$ cat src/rtl/aha_platform_ctrl_pkg.sv
// Shared definitions for the platform-controller soft-reset sequencing logic:
// per-domain state encoding, domain bit positions and counter sizing.
package aha_platform_ctrl_pkg;

  localparam logic [2:0] STATE_IDLE    = 3'd0;
  localparam logic [2:0] STATE_WAKE    = 3'd1;
  localparam logic [2:0] STATE_ASSERT  = 3'd2;
  localparam logic [2:0] STATE_ACKED   = 3'd3;
  localparam logic [2:0] STATE_RELEASE = 3'd4;

  typedef enum logic [2:0] {
    ST_IDLE    = STATE_IDLE,
    ST_WAKE    = STATE_WAKE,
    ST_ASSERT  = STATE_ASSERT,
    ST_ACKED   = STATE_ACKED,
    ST_RELEASE = STATE_RELEASE
  } dom_state_e;

  localparam int DOM_DMA0    = 0;
  localparam int DOM_DMA1    = 1;
  localparam int DOM_TLX_FWD = 2;
  localparam int DOM_TLX_REV = 3;
  localparam int DOM_CGRA    = 4;
  localparam int DOM_NIC     = 5;
  localparam int DOM_TIMER0  = 6;
  localparam int DOM_TIMER1  = 7;
  localparam int DOM_UART0   = 8;
  localparam int DOM_UART1   = 9;
  localparam int DOM_WDOG    = 10;

  // Wide enough to hold the largest phase length, so the down-counter never wraps.
  function automatic int cnt_width(input int wake, input int hold, input int rel);
    int m;
    m = wake;
    if (hold > m) m = hold;
    if (rel > m) m = rel;
    if (m < 1) m = 1;
    return $clog2(m + 1);
  endfunction

endpackage

$ cat src/rtl/aha_reset_domain_fsm.sv
// One peripheral domain's soft-reset sequencer: wake the clock, hold reset,
// acknowledge, then keep the clock running while the domain comes out of reset.
module aha_reset_domain_fsm
  import aha_platform_ctrl_pkg::*;
#(
  parameter int WAKE_CYCLES    = 2,
  parameter int HOLD_CYCLES    = 8,
  parameter int RELEASE_CYCLES = 4
) (
  input  logic clk,
  input  logic rst_n,
  input  logic req,
  output logic ack,
  output logic resetn,
  output logic force_on,
  output logic busy
);

  localparam int CW = cnt_width(WAKE_CYCLES, HOLD_CYCLES, RELEASE_CYCLES);
  localparam logic [CW-1:0] WAKE_LOAD = CW'(WAKE_CYCLES - 1);
  localparam logic [CW-1:0] HOLD_LOAD = CW'(HOLD_CYCLES - 1);
  localparam logic [CW-1:0] REL_LOAD  = CW'(RELEASE_CYCLES - 1);

  dom_state_e    state_reg, state_next;
  logic [CW-1:0] cnt_reg, cnt_next;
  logic          ack_reg, ack_next;
  logic          resetn_reg, resetn_next;
  logic          force_reg, force_next;
  logic          busy_reg, busy_next;

  // Domain reset is held low alongside the system reset.
  always_ff @(posedge clk or negedge rst_n) begin
    if (!rst_n) begin
      state_reg  <= ST_IDLE;
      cnt_reg    <= '0;
      ack_reg    <= 1'b0;
      resetn_reg <= 1'b0;
      force_reg  <= 1'b0;
      busy_reg   <= 1'b0;
    end else begin
      state_reg  <= state_next;
      cnt_reg    <= cnt_next;
      ack_reg    <= ack_next;
      resetn_reg <= resetn_next;
      force_reg  <= force_next;
      busy_reg   <= busy_next;
    end
  end

  always_comb begin
    state_next = state_reg;
    cnt_next   = cnt_reg;
    case (state_reg)
      ST_IDLE: begin
        if (req) begin
          state_next = ST_WAKE;
          cnt_next   = WAKE_LOAD;
        end
      end
      ST_WAKE: begin
        if (cnt_reg == '0) begin
          state_next = ST_ASSERT;
          cnt_next   = HOLD_LOAD;
        end else begin
          cnt_next = cnt_reg - 1'b1;
        end
      end
      ST_ASSERT: begin
        if (cnt_reg == '0) begin
          state_next = ST_ACKED;
          cnt_next   = '0;
        end else begin
          cnt_next = cnt_reg - 1'b1;
        end
      end
      // Request is only looked at here and in IDLE; an early drop still gets a full hold.
      ST_ACKED: begin
        if (!req) begin
          state_next = ST_RELEASE;
          cnt_next   = REL_LOAD;
        end
      end
      ST_RELEASE: begin
        if (cnt_reg == '0) begin
          state_next = ST_IDLE;
          cnt_next   = '0;
        end else begin
          cnt_next = cnt_reg - 1'b1;
        end
      end
      default: begin
        state_next = ST_IDLE;
        cnt_next   = '0;
      end
    endcase

    // Outputs are registered from the next state so they change with the state register.
    ack_next    = (state_next == ST_ACKED) || (state_next == ST_RELEASE);
    resetn_next = !((state_next == ST_ASSERT) || (state_next == ST_ACKED));
    force_next  = (state_next != ST_IDLE);
    busy_next   = (state_next != ST_IDLE);
  end

  assign ack      = ack_reg;
  assign resetn   = resetn_reg;
  assign force_on = force_reg;
  assign busy     = busy_reg;

endmodule

$ cat src/rtl/aha_reset_handshake_ctrl.sv
// Per-peripheral soft-reset sequencer between the register space and the
// domain clock-gate / reset-synchroniser cells; one independent FSM per domain.
module aha_reset_handshake_ctrl
  import aha_platform_ctrl_pkg::*;
#(
  parameter int NUM_DOMAINS    = 11,
  parameter int WAKE_CYCLES    = 2,
  parameter int HOLD_CYCLES    = 8,
  parameter int RELEASE_CYCLES = 4
) (
  input  logic                   HCLK,
  input  logic                   HRESETn,
  input  logic [NUM_DOMAINS-1:0] RESET_REQ,
  input  logic [NUM_DOMAINS-1:0] CLK_GATE_EN,
  output logic [NUM_DOMAINS-1:0] RESET_ACK,
  output logic [NUM_DOMAINS-1:0] DOMAIN_RESETn,
  output logic [NUM_DOMAINS-1:0] DOMAIN_CLK_EN,
  output logic                   BUSY
);

  logic [NUM_DOMAINS-1:0] force_vec;
  logic [NUM_DOMAINS-1:0] busy_vec;

  generate
    for (genvar gi = 0; gi < NUM_DOMAINS; gi++) begin : g_domain
      aha_reset_domain_fsm #(
        .WAKE_CYCLES   (WAKE_CYCLES),
        .HOLD_CYCLES   (HOLD_CYCLES),
        .RELEASE_CYCLES(RELEASE_CYCLES)
      ) u_fsm (
        .clk     (HCLK),
        .rst_n   (HRESETn),
        .req     (RESET_REQ[gi]),
        .ack     (RESET_ACK[gi]),
        .resetn  (DOMAIN_RESETn[gi]),
        .force_on(force_vec[gi]),
        .busy    (busy_vec[gi])
      );
    end
  endgenerate

  // Software enable passes straight through so gating follows the register space with no delay.
  assign DOMAIN_CLK_EN = CLK_GATE_EN | force_vec;
  assign BUSY          = |busy_vec;

endmodule

$ cat config.mk
export PLATFORM = sky130hd
export DESIGN_NAME = aha_reset_handshake_ctrl
export DESIGN_NICKNAME = d
export VERILOG_FILES = /design/src/rtl/aha_platform_ctrl_pkg.sv /design/src/rtl/aha_reset_domain_fsm.sv /design/src/rtl/aha_reset_handshake_ctrl.sv
export SDC_FILE = /design/constraint.sdc
export NUM_CORES = 1
export LEC_CHECK = 0
export ABC_CLOCK_PERIOD_IN_PS = 1700
export CORE_ASPECT_RATIO = 2
export CORE_MARGIN = 2
export CORE_UTILIZATION = 53
export DETAILED_ROUTE_END_ITERATION = 10
export PLACE_DENSITY = 0.88
export RECOVER_POWER = 25
export SKIP_LAST_GASP = 1
export SLEW_MARGIN = 40
export SYNTH_ARGS = -nofsm -noshare
export SYNTH_HDL_FRONTEND = slang
export SYNTH_SLANG_ARGS = --single-unit
$ cat constraint.sdc
create_clock -name HCLK -period 1.7 [get_ports HCLK]
set_clock_uncertainty 0.1 [all_clocks]
set_input_delay 0.425 -clock HCLK [delete_from_list [all_inputs] [get_ports HCLK]]
set_output_delay 0.425 -clock HCLK [all_outputs]
set_load 0.05 [all_outputs]
* Word-level counts from Yosys, hierarchy flattened *
Index checks and enable logic that the tools add are counted.

word-level totals
  input port bits = 24
  RAM bits = 0
  register bits = 110
  memories kept = 0
  output and inout bits = 34
  bits in latches = 0
  ROM bits = 0

operators by class
  muxes and demuxes = 121
  equal/unequal tests = 99
  divide/modulo/power cells = 0
  $lt $le $gt $ge = 0
  reduce and logical (&&, ||, !) cells = 89
  add/subtract/negate cells = 11
  $mul = 0
  shift-type cells = 0
  bitwise operators = 1

operators by type and width
  kind                 count
  $mux 4               44
  $pmux 4 s4           11
  $mux 3               55
  $pmux 3 s5           11
  $eq 3x2->1 const B   44
  $eq 3x3->1 const B   22
  $logic_not 4->1      11
  $ne 2x2->1 const B   22
  $sub 4x1->4 const B  11
  $eq 3x1->1 const B   11
  $logic_not 3->1      11
  $reduce_bool 3->1    11
  $logic_or 1x1->1     22
  $reduce_and 2->1     11
  $reduce_or 2->1      11
  $logic_not 1->1      11
  $or 11x11->11        1
  $reduce_or 11->1     1

* Longest topological paths before layout *
Gate-level depths: netlist (run 1).

  depth after elaboration = 6
  depth in mapped cells = 6
  gate-level depth less buffers = 6

* Hierarchy *
From an unflattened synthesis (run 1), not the netlist that was laid out.

unflattened totals
  cell total of the unflattened synthesis = 817
  area, all modules = 7282.0 µm²

modules (own cells, without submodules)
  module                                        times used  seq. area each (µm²)  area each (µm²)  cells an instance
  aha_reset_domain_fsm (g_domain[0].u_fsm ...)  9           250.2                 666.9            74
  aha_reset_domain_fsm (g_domain[8].u_fsm ...)  2           250.2                 594.3            68
  aha_reset_handshake_ctrl                      1           0.0                   91.3             15

* Worst setup path before layout (run 1) *
No wires, ideal clock.

  path type = register -> register
  from = reg g_domain[2].u_fsm.cnt_reg[0]
  to = reg g_domain[2].u_fsm.ack_reg
  clock period less this slack = 1898 ps
  arrival time = 1675 ps
  cell stages (with the launch flop) = 7
  setup time = 123 ps
  setup slack = -198 ps
  path through = dfrtp_1 -> inv_1 -> ha_1 -> or3b_4 -> o211a_1 -> or3_4 -> mux2i_1

on the way
  longest elaborated chain between the ends = 5
  elaborated cells between the ends (all ways) = 8

ends and longest elaborated chain
  item                                      RTL line                                                                            text
  from (decl)                               aha_reset_domain_fsm.sv:25                                                          logic [CW-1:0] cnt_reg, cnt_next;
  from (signal assigned)                    aha_reset_domain_fsm.sv:42                                                          cnt_reg <= cnt_next;
  $logic_not 4->1 *                         aha_reset_domain_fsm.sv:61, aha_reset_domain_fsm.sv:69, aha_reset_domain_fsm.sv:84
  $mux 3, on equally long branches          aha_reset_domain_fsm.sv:84, aha_reset_domain_fsm.sv:61, aha_reset_domain_fsm.sv:69
  $pmux 3 s5 *                              aha_reset_domain_fsm.sv:53                                                          case (state_reg)
  $eq 3x2->1 or $eq 3x3->1 (tied branches)  aha_reset_domain_fsm.sv:98                                                          ack_next = (state_next == ST_ACKED) || (state_next == ST_RELEASE);
  $logic_or 1x1->1 *                        aha_reset_domain_fsm.sv:98
  net g_domain[2].u_fsm.ack_next            aha_reset_domain_fsm.sv:26                                                          logic ack_reg, ack_next;
  to (signal assigned)                      aha_reset_domain_fsm.sv:43                                                          ack_reg <= ack_next;
  to (decl)                                 aha_reset_domain_fsm.sv:26

The timed path passes the listed nets; every way through them passes the cells marked *.
A chain may end at the register's enable or synchronous reset.

==> results of run 1 <==
cells by family (layout without fill, tap and decap cells):
logic type	after synthesis	in the layout
xor gates and xnor gates	26	26
muxes	7	7
buffers and inverters	111	223
AOI/OAI and AO/OA	237	237
and+or+nand+nor	287	288
DFF	110	110
adders and majority gates	3	3
synthesized netlist by cell type (14+ instances only):
library cell	number	area, µm²
or2_2	24	150
nor2_1	64	240
a21oi_1	36	180
a211oi_1	24	180
xor2_1	14	123
nand2_1	42	158
dfrtp_1	110	2750
nor4_1	16	100
clkbuf_1	40	150
o21ai_0	63	315
nor3_1	29	145
inv_1	38	143
nor2b_1	16	100
buf_4	22	165
nand2b_1	34	213
power breakdown:
group / switching (µW) / internal, µW
registers: 1520 / 3670
logic: 5330 / 5130
clock network: 964 / 1190
final cells by class:
cell class              count  area share [%]
clock buffers              10            2.71
well taps                 150            2.13
inverters                  38            1.62
flip-flops and latches    110            31.3
clock inverters             6           0.766
repair buffers            169            19.2
multi-input cells         561            42.3
repair_timing:
action / 4_1_cts / 5_1_grt
resized for setup: 66 / 36
hold buffers: 1 / 0
endpoints found under the setup margin: 28 / 46
endpoints found under the hold margin: 35 / 0
buffers inserted: 5 / 6
gates cloned: 1 / 0
pin swaps: 19 / 18
critical path, stage by stage, from the launching register on:
cell	delay, ns
dfrtp_1	0.45
nor4_2	0.40
nand3_2	0.12
buf_6	0.17
path summary, 6_finish.rpt:
kind	cells after the start	slack (ns)	to
worst max-delay path	3	-0.31	BUSY
worst min-delay path	1	0.43	g_domain[8].u_fsm.cnt_reg[3]
worst max register to register	6	-0.25	g_domain[2].u_fsm.ack
worst min register to register	1	0.43	g_domain[8].u_fsm.cnt_reg[3]
max in group asynchronous	3	0.03	g_domain[9].u_fsm.state_reg[1]
min in group asynchronous	3	0.69	g_domain[8].u_fsm.state_reg[1]
metal layers:
layer	global-route usage, %	up-vias
li1	-	3013
met1	26.6	3110
met2	48.9	164
met3	3.28	57
met4	12.2	0
met5	0	-
per-stage QoR:
step	cells	TNS [ns]	util [%]	cell area, µm²
floorplan	781	-0.374	-	6750
global placement	1018	-8.20	65.1	8130
detailed placement	1018	-11.07	65.1	8130
CTS	1041	-1.24	69.5	8670
global route	1044	-7.85	70.6	8820
finish	1044	-1.72	70.6	8820
==> metrics.md, run 1 <==
| Metric | Value |
|---|---|
| Outcome | `finished, violations left` |
| Failing checks | `setup timing` |
| Crit share post-route | `118%` |
| Req. time, crit path | `1.17 ns` |
| Die Width | `83.8 µm` |
| Commonest non-fill, non-tap cell in the layout | `dfrtp_1` |
| Max layer used | `met4` |
| Post-synthesis sequential area ratio | `between 40% and 50%` |
| Dpl hpwl | `12.3 mm` |
| Clock Sinks | `110` |
| Crit. Startpoint | `g_domain[9].u_fsm.force_on` |
| Detail Route Antenna Nets | `0` |
| Maxcap violations | `0` |
| Area taken by multi-input logic gates | `about 0.0037 mm²` |
| Mapped cell area | `approximately 0.0067 mm²` |
| Routed length on met2 | `between 10 and 15 mm` |
| GRT Residual Overflow | `0` |
| Max clock buf depth | `2` |
| Synth Net Count | `808` |
| Fin worst setup slack | `-0.308 ns` |
| Vias in the first global route | `roughly 6300` |
| Core ar. | `roughly 0.012 mm²` |
| Pins Over Slew Limit | `0` |
| XOR/XNOR Fraction of Synth Area | `approximately 3.4%` |
| Post-synthesis cell count | `between 700 and 800` |
| Crit Path Category | `reg2out` |
| Wire per inst | `~17 µm` |
| Leakage | `0.00380 µW` |
| Final Hold Violating Endpoints | `0` |
| Vias | `6344` |
| Vias/cell | `about 6` |
| Port bufs | `57` |
| Tmin final | `between 2 and 2.5 ns` |
| Startpoint class of the critical path | `register` |
| Total area of sequential cells | `0.00276 mm²` |
| EDFF count, synth | `0` |
| Starting Density | `~54%` |
| Multiplexer area fraction after synthesis | `roughly 1.1%` |
| Synthesis Warnings | `0` |
| Root buffer cell | `clkbuf_16` |
| Top_reg_cell synth | `dfrtp_1` |
| H-tree depth | `3` |
| Worst slack at placement | `-0.302 ns` |
| Post-synth ARST share | `100%` |
| Max FFs per register | `44` |
| Largest net degree at the start of global routing | `60` |
| Setup violations, final | `14` |
| CP max FO | `2` |
| # IOs | `between 50 and 60` |
| Worst hold margin | `approximately 0.43 ns` |
| DRT met1 WL | `around 6.3 mm` |
| Synth Area in Adders | `less than 1%` |
| Pwr/cell area | `just over 2000 mW/mm²` |
| Fill cell count | `884` |
| Design Power | `~18000 µW` |
| Clock latency on the worst-skew pair | `between 0.3 and 0.4 ns` |
| Yosys cell types | `65` |
| DIE AREA | `approximately 0.014 mm²` |
| ANT cells | `0` |
| Layout cells sized above 1 | `between 20% and 30%` |
| GRT Overall Usage | `25.4%` |
| Most frequent cells in the layout | `dfrtp_1 (104), buf_4 (103), nor2_1 (64), o21ai_0 (58), nand2_1 (42)` |
| First-pass GRT wire length | `28.7 mm` |
| Post-Synth Simple-Gate Area | `a little under a quarter` |
| Worst-path clk slew | `around 0.080 ns` |
| Crit. End Element | `output port` |
| First-pass detailed-route iteration total | `5` |
| Initial detailed-routing violation count | `around 470` |
| HP Class | `reg2reg` |
| TritonCTS buffer count | `9` |
| Area Growth Syn to Fin | `30.8%` |
| Reg-to-Reg Start | `g_domain[2].u_fsm.cnt_reg[0]` |
| # DRC | `0` |
| Seq cells post-synth | `110` |
| Gpl congestion | `about 0.93` |
| Site row count | `58` |
| HP Start | `g_domain[8].u_fsm.cnt_reg[3]` |
| RSZ-0062 raised after global routing | `true` |
| Fmax | `around 0.5 GHz` |
| Initial antenna violation count | `0` |
| Net count reported at finish | `approximately 920` |
| Die height | `163 µm` |
| Largest family of logic cells by synthesized area | `compound AO/OA/AOI/OAI gates` |
| Met3 WL | `between 500 and 600 µm` |
| Maximum VDD drop | `~1.3 mV` |
| CP Data Arrival Time | `between 1 and 1.5 ns` |
| Synth Area in Compound Gates | `between 20% and 30%` |
| WL final | `~18 mm` |
| Synth Area per Inst | `about 8.6 µm²` |
| Worst slew pin tran | `about 0.86 ns` |
| Max_slew headroom | `42.6%` |
| CTS tree | `built` |
No activity file was read; power rests on OpenSTA's default activity.
==> run 2, diff against run 1 <==
--- a/config.mk
+++ b/config.mk
@@ -9,9 +9,10 @@
 export CORE_ASPECT_RATIO = 2
 export CORE_MARGIN = 2
 export CORE_UTILIZATION = 53
+export CTS_CLUSTER_SIZE = 16
 export DETAILED_ROUTE_END_ITERATION = 10
-export PLACE_DENSITY = 0.88
-export RECOVER_POWER = 25
+export PLACE_DENSITY = 0.82
+export RECOVER_POWER = 50
 export SKIP_LAST_GASP = 1
 export SLEW_MARGIN = 40
 export SYNTH_ARGS = -nofsm -noshare
==> metrics.md, run 2 (synthesis results as in run 1) <==
| Metric | Value |
|---|---|
| Outcome | `finished, violations left` |
| Failing checks | `setup timing` |
| First-pass GRT wire length | `between 20 and 30 mm` |
| Crit Path Category | `reg2reg` |
| Reg2reg path depth | `6` |
| WL final | `17.7 mm` |
| Initial detailed-routing violation count | `between 400 and 500` |
| Max FFs per register | `44` |
| HP Class | `in2reg` |
| Starting Density | `a little over half` |
| Port bufs | `57` |
| CP max FO | `3` |
| Worst slew pin tran | `about 0.53 ns` |
| Maxcap violations | `0` |
| Req. time, crit path | `about 1.8 ns` |
| Final Hold Violating Endpoints | `0` |
| CP Data Arrival Time | `2.06 ns` |
| Layout cells sized above 1 | `around 25%` |
| GRT Residual Overflow | `0` |
| Placed Cells | `~1000` |
| GRT Overall Usage | `about a quarter` |
| Site row count | `58` |
| Worst hold margin | `roughly 0.44 ns` |
| Worst slack at placement | `-0.271 ns` |
| Post-place instance area | `around 0.0080 mm²` |
| Leakage | `about 0.0038 µW` |
| RSZ-0062 raised after global routing | `true` |
| Pwr/cell area | `about 2000 mW/mm²` |
| CP endpoint | `g_domain[2].u_fsm.ack` |
| Gpl congestion | `about 0.9` |
| Startpoint class of the critical path | `register` |
| Die Width | `83.8 µm` |
| Tmin final | `slightly below 2 ns` |
| Initial antenna violation count | `0` |
| DIE AREA | `0.0137 mm²` |
| Net count reported at finish | `roughly 910` |
| Fill cell count | `917` |
| Clock latency on the worst-skew pair | `0.35 ns` |
| Vias | `6333` |
| Vias in the first global route | `6445` |
| TritonCTS buffer count | `9` |
| Most frequent cells in the layout | `dfrtp_1 (104), buf_4 (96), nor2_1 (64), o21ai_0 (58), nand2_1 (42)` |
| Vias/cell | `~6.1` |
| Largest net degree at the start of global routing | `38` |
| ANT cells | `0` |
| Root buffer cell | `clkbuf_16` |
| Max clock buf depth | `2` |
| # DRC | `0` |
| Finished Core Util | `between 60% and 70%` |
| Crit share post-route | `113%` |
| Detail Route Antenna Nets | `0` |
| CTS tree | `built` |
| Crit. End Element | `register` |
| # IOs | `between 50 and 60` |
| First-pass detailed-route iteration total | `5` |
| H-tree depth | `3` |
| Pins Over Slew Limit | `0` |
| Max_slew headroom | `64.9%` |
| Fmax | `around 0.52 GHz` |
| Area Growth Syn to Fin | `28.7%` |
| Non-Filler Instances | `a little over 1000` |
| Maximum VDD drop | `1.25 mV` |
| Min-Delay Path Depth | `3` |
| FF-to-FF setup slack | `-0.23 ns` |
| Worst-path clk slew | `0.08 ns` |
| Core ar. | `0.0125 mm²` |
| Fin worst setup slack | `-0.225 ns` |
| Reg2reg end | `g_domain[2].u_fsm.ack` |
| Reg-to-Reg Start | `g_domain[2].u_fsm.cnt_reg[1]` |
| Die height | `around 160 µm` |
| Setup violations, final | `12` |
| Wire per inst | `~17 µm` |
| Post-route cell area | `~0.0087 mm²` |
| Crit. Startpoint | `g_domain[2].u_fsm.cnt_reg[1]` |
| Commonest non-fill, non-tap cell in the layout | `dfrtp_1` |
| Dpl hpwl | `between 10 and 15 mm` |
| Clock Sinks | `110` |
-- run 2: worst max-delay path: stages (launching register included) --
cell	delay [ns]
dfrtp_1	0.39
inv_2	0.09
ha_4	0.13
or3b_4	0.39
o211a_1	0.22
or3_4	0.36
mux2i_1	0.13
-- run 2: repair_timing --
action / in CTS / in global routing
pin swaps: 13 / 21
resized for setup: 50 / 46
setup buffers: 5 / 6
setup endpoints to repair: 23 / 56
cloned: 1 / 0
hold endpoints to repair: 15 / 0
hold buffers: 1 / 0
-- run 2: cell type report --
cell class	instances	area, µm²	share of cell area, %
Sequential cell	110	2760	31.8
Inverter	38	143	1.64
Clock inverter	6	68.8	0.793
Multi-Input combinational cell	561	3710	42.7
Tap cell	150	188	2.16
Clock buffer	10	239	2.75
Timing Repair Buffer	159	1570	18.1
-- run 2: power breakdown --
part	switching [µW]	leakage, µW	internal (µW)
Sequential	1490	0.00134	3670
Clock	988	0.000149	1200
Combinational	5350	0.00228	4890
-- run 2: how the worst min path moves through the flow --
| stage | startpoint | endpoint | slack [ns] |
|---|---|---|---|
| after floorplan | HRESETn | g_domain[0].u_fsm.ack | 0.03 |
| after global placement | HRESETn | g_domain[10].u_fsm.state_reg[2] | 0.23 |
| after detailed placement | HRESETn | g_domain[10].u_fsm.state_reg[2] | 0.23 |
| after CTS | HRESETn | g_domain[10].u_fsm.state_reg[2] | 0.40 |
| after global routing | g_domain[6].u_fsm.cnt_reg[3] | g_domain[6].u_fsm.cnt_reg[3] | 0.50 |
| final | RESET_REQ[1] | g_domain[1].u_fsm.force_on | 0.44 |
-- run 2: per-stage QoR --
| stage | power (µW) | setup TNS, ns |
|---|---|---|
| detailed placement | 14600 | -10.26 |
| floorplan | 11300 | -0.374 |
| CTS | 17200 | -1.17 |
| global placement | 14100 | -7.49 |
| finish | 17600 | -1.01 |
| global route | 18800 | -1.72 |
-- run 2: routing by layer --
metal	part of all wire [%]	global-route usage [%]
met4	2.6	9.75
met2	57	51.1
met5	0	0
met3	3.3	2.78
met1	37	27.2
==> run 3, diff against run 2 <==
--- a/config.mk
+++ b/config.mk
@@ -7,7 +7,6 @@
 export LEC_CHECK = 0
 export ABC_CLOCK_PERIOD_IN_PS = 1700
 export CORE_ASPECT_RATIO = 2
-export CORE_MARGIN = 2
 export CORE_UTILIZATION = 53
 export CTS_CLUSTER_SIZE = 16
 export DETAILED_ROUTE_END_ITERATION = 10
==> metrics.md, run 3 (synthesis results as in run 1) <==
| Metric | Value |
|---|---|
| Outcome | `finished, violations left` |
| Failing checks | `setup timing` |
| Vias in the first global route | `approximately 6300` |
| Crit Path Category | `reg2reg` |
| Req. time, crit path | `1.84 ns` |
| Detail Route Antenna Nets | `0` |
| First-pass detailed-route iteration total | `7` |
| TritonCTS buffer count | `9` |
| Fmax | `approximately 0.52 GHz` |
| Die Width | `81.8 µm` |
| Tmin final | `1.92 ns` |
| Final Hold Violating Endpoints | `0` |
| Final TNS setup | `-1.52 ns` |
| Commonest non-fill, non-tap cell in the layout | `dfrtp_1` |
| Site row count | `58` |
| Max_slew headroom | `roughly 64%` |
| Vias | `6368` |
| Initial antenna violation count | `0` |
| RSZ-0062 raised after global routing | `true` |
| CP max FO | `3` |
| Worst slew pin tran | `roughly 0.54 ns` |
| Core ar. | `approximately 0.012 mm²` |
| GRT Residual Overflow | `0` |
| Crit share post-route | `113%` |
| H-tree depth | `3` |
| GRT Overall Usage | `a little over a quarter` |
| Net count reported at finish | `roughly 900` |
| Startpoint class of the critical path | `register` |
| CTS tree | `built` |
| # DRC | `0` |
| Maximum VDD drop | `approximately 1.2 mV` |
| Pins Over Slew Limit | `0` |
| Die height | `161 µm` |
| Worst slack at placement | `-0.252 ns` |
| Area Growth Syn to Fin | `28.7%` |
| Clock latency on the worst-skew pair | `roughly 0.35 ns` |
| CP Data Arrival Time | `between 2 and 2.5 ns` |
| Most frequent cells in the layout | `dfrtp_1 (103), buf_4 (98), nor2_1 (64), o21ai_0 (58), nand2_1 (42)` |
| Largest net degree at the start of global routing | `54` |
| Fill cell count | `917` |
| Vias/cell | `about 6` |
| ANT cells | `0` |
| Gpl congestion | `roughly 0.92` |
| Root buffer cell | `clkbuf_16` |
| Max clock buf depth | `2` |
| Setup violations, final | `14` |
| Worst-path clk slew | `approximately 0.070 ns` |
| Leakage | `~0.0038 µW` |
| Max FFs per register | `44` |
| HP Class | `reg2reg` |
| First-pass GRT wire length | `~28 mm` |
| Clock Sinks | `110` |
| DIE AREA | `between 0.01 and 0.015 mm²` |
| # IOs | `58` |
| WL final | `17.6 mm` |
| Port bufs | `between 50 and 60` |
| Pwr/cell area | `a little over 2000 mW/mm²` |
| Maxcap violations | `0` |
| Layout cells sized above 1 | `between 20% and 30%` |
| Fin worst setup slack | `-0.218 ns` |
| Crit. End Element | `register` |
| Wire per inst | `about 17 µm` |
| Worst hold margin | `0.435 ns` |
| Initial detailed-routing violation count | `approximately 420` |
| Starting Density | `between 50 and 60%` |
| Dpl hpwl | `12.5 mm` |
run 3: area by class of cell:
type	count	area (µm²)	area share [%]
clock buffer	9	225	2.60
clock inverter	7	83.8	0.966
inverter	38	143	1.64
multi-input combinational	561	3660	42.2
sequential	110	2760	31.8
tap	150	188	2.16
timing repair buffer	163	1610	18.6
run 3: power breakdown:
group | internal, µW | switching [µW]
Sequential | 3670 | 1530
Clock | 1160 | 1010
Combinational | 4900 | 5240
run 3: stage by stage:
stage	std cells	utilization [%]	area, µm²	total power, µW
final	1038	69.5	8680	17500
after CTS	1030	68.6	8560	17100
after global routing	1038	69.5	8680	18700
after floorplan	781	-	6750	11300
after detailed placement	1009	64.6	8060	14600
after global placement	1009	64.6	8060	14000
run 3: path summary, 6_finish.rpt:
check | start | endpoint | slack (ns) | depth (start not counted)
setup / recovery | g_domain[2].u_fsm.cnt_reg[1] | g_domain[2].u_fsm.ack | -0.22 | 6
hold / removal | g_domain[3].u_fsm.cnt_reg[3] | g_domain[3].u_fsm.cnt_reg[3] | 0.44 | 1
setup reg to reg | g_domain[2].u_fsm.cnt_reg[1] | g_domain[2].u_fsm.ack | -0.22 | 6
hold reg to reg | g_domain[3].u_fsm.cnt_reg[3] | g_domain[3].u_fsm.cnt_reg[3] | 0.44 | 1
max in group asynchronous | HRESETn | g_domain[10].u_fsm.state_reg[0] | 0.14 | 3
min in group asynchronous | HRESETn | g_domain[7].u_fsm.cnt_reg[2] | 0.49 | 2
run 3: routing by layer:
| metal | track usage, % | up-vias | share of wire, % |
|---|---|---|---|
| met1 | 29.3 | 3115 | 37 |
| met5 | 0 | - | 0 |
| met2 | 49.9 | 191 | 57 |
| met4 | 13.9 | 0 | 3.3 |
| met3 | 3.79 | 60 | 3.1 |
| li1 | - | 3002 | - |
run 3: repair_timing:
action / 4_1_cts / 5_1_grt
pin swaps: 14 / 16
hold buffers: 1 / 0
setup buffers: 3 / 8
gates resized for setup: 55 / 40
cloned: 1 / 0
endpoints found under the setup margin: 24 / 54
hold endpoints to repair: 17 / 0
run 3: critical path, cell delays in order (launching register included):
cell     delay (ns)
dfrtp_1        0.39
inv_2          0.08
ha_4           0.13
or3b_4         0.39
o211a_1        0.23
or3_4          0.35
mux2i_1        0.13
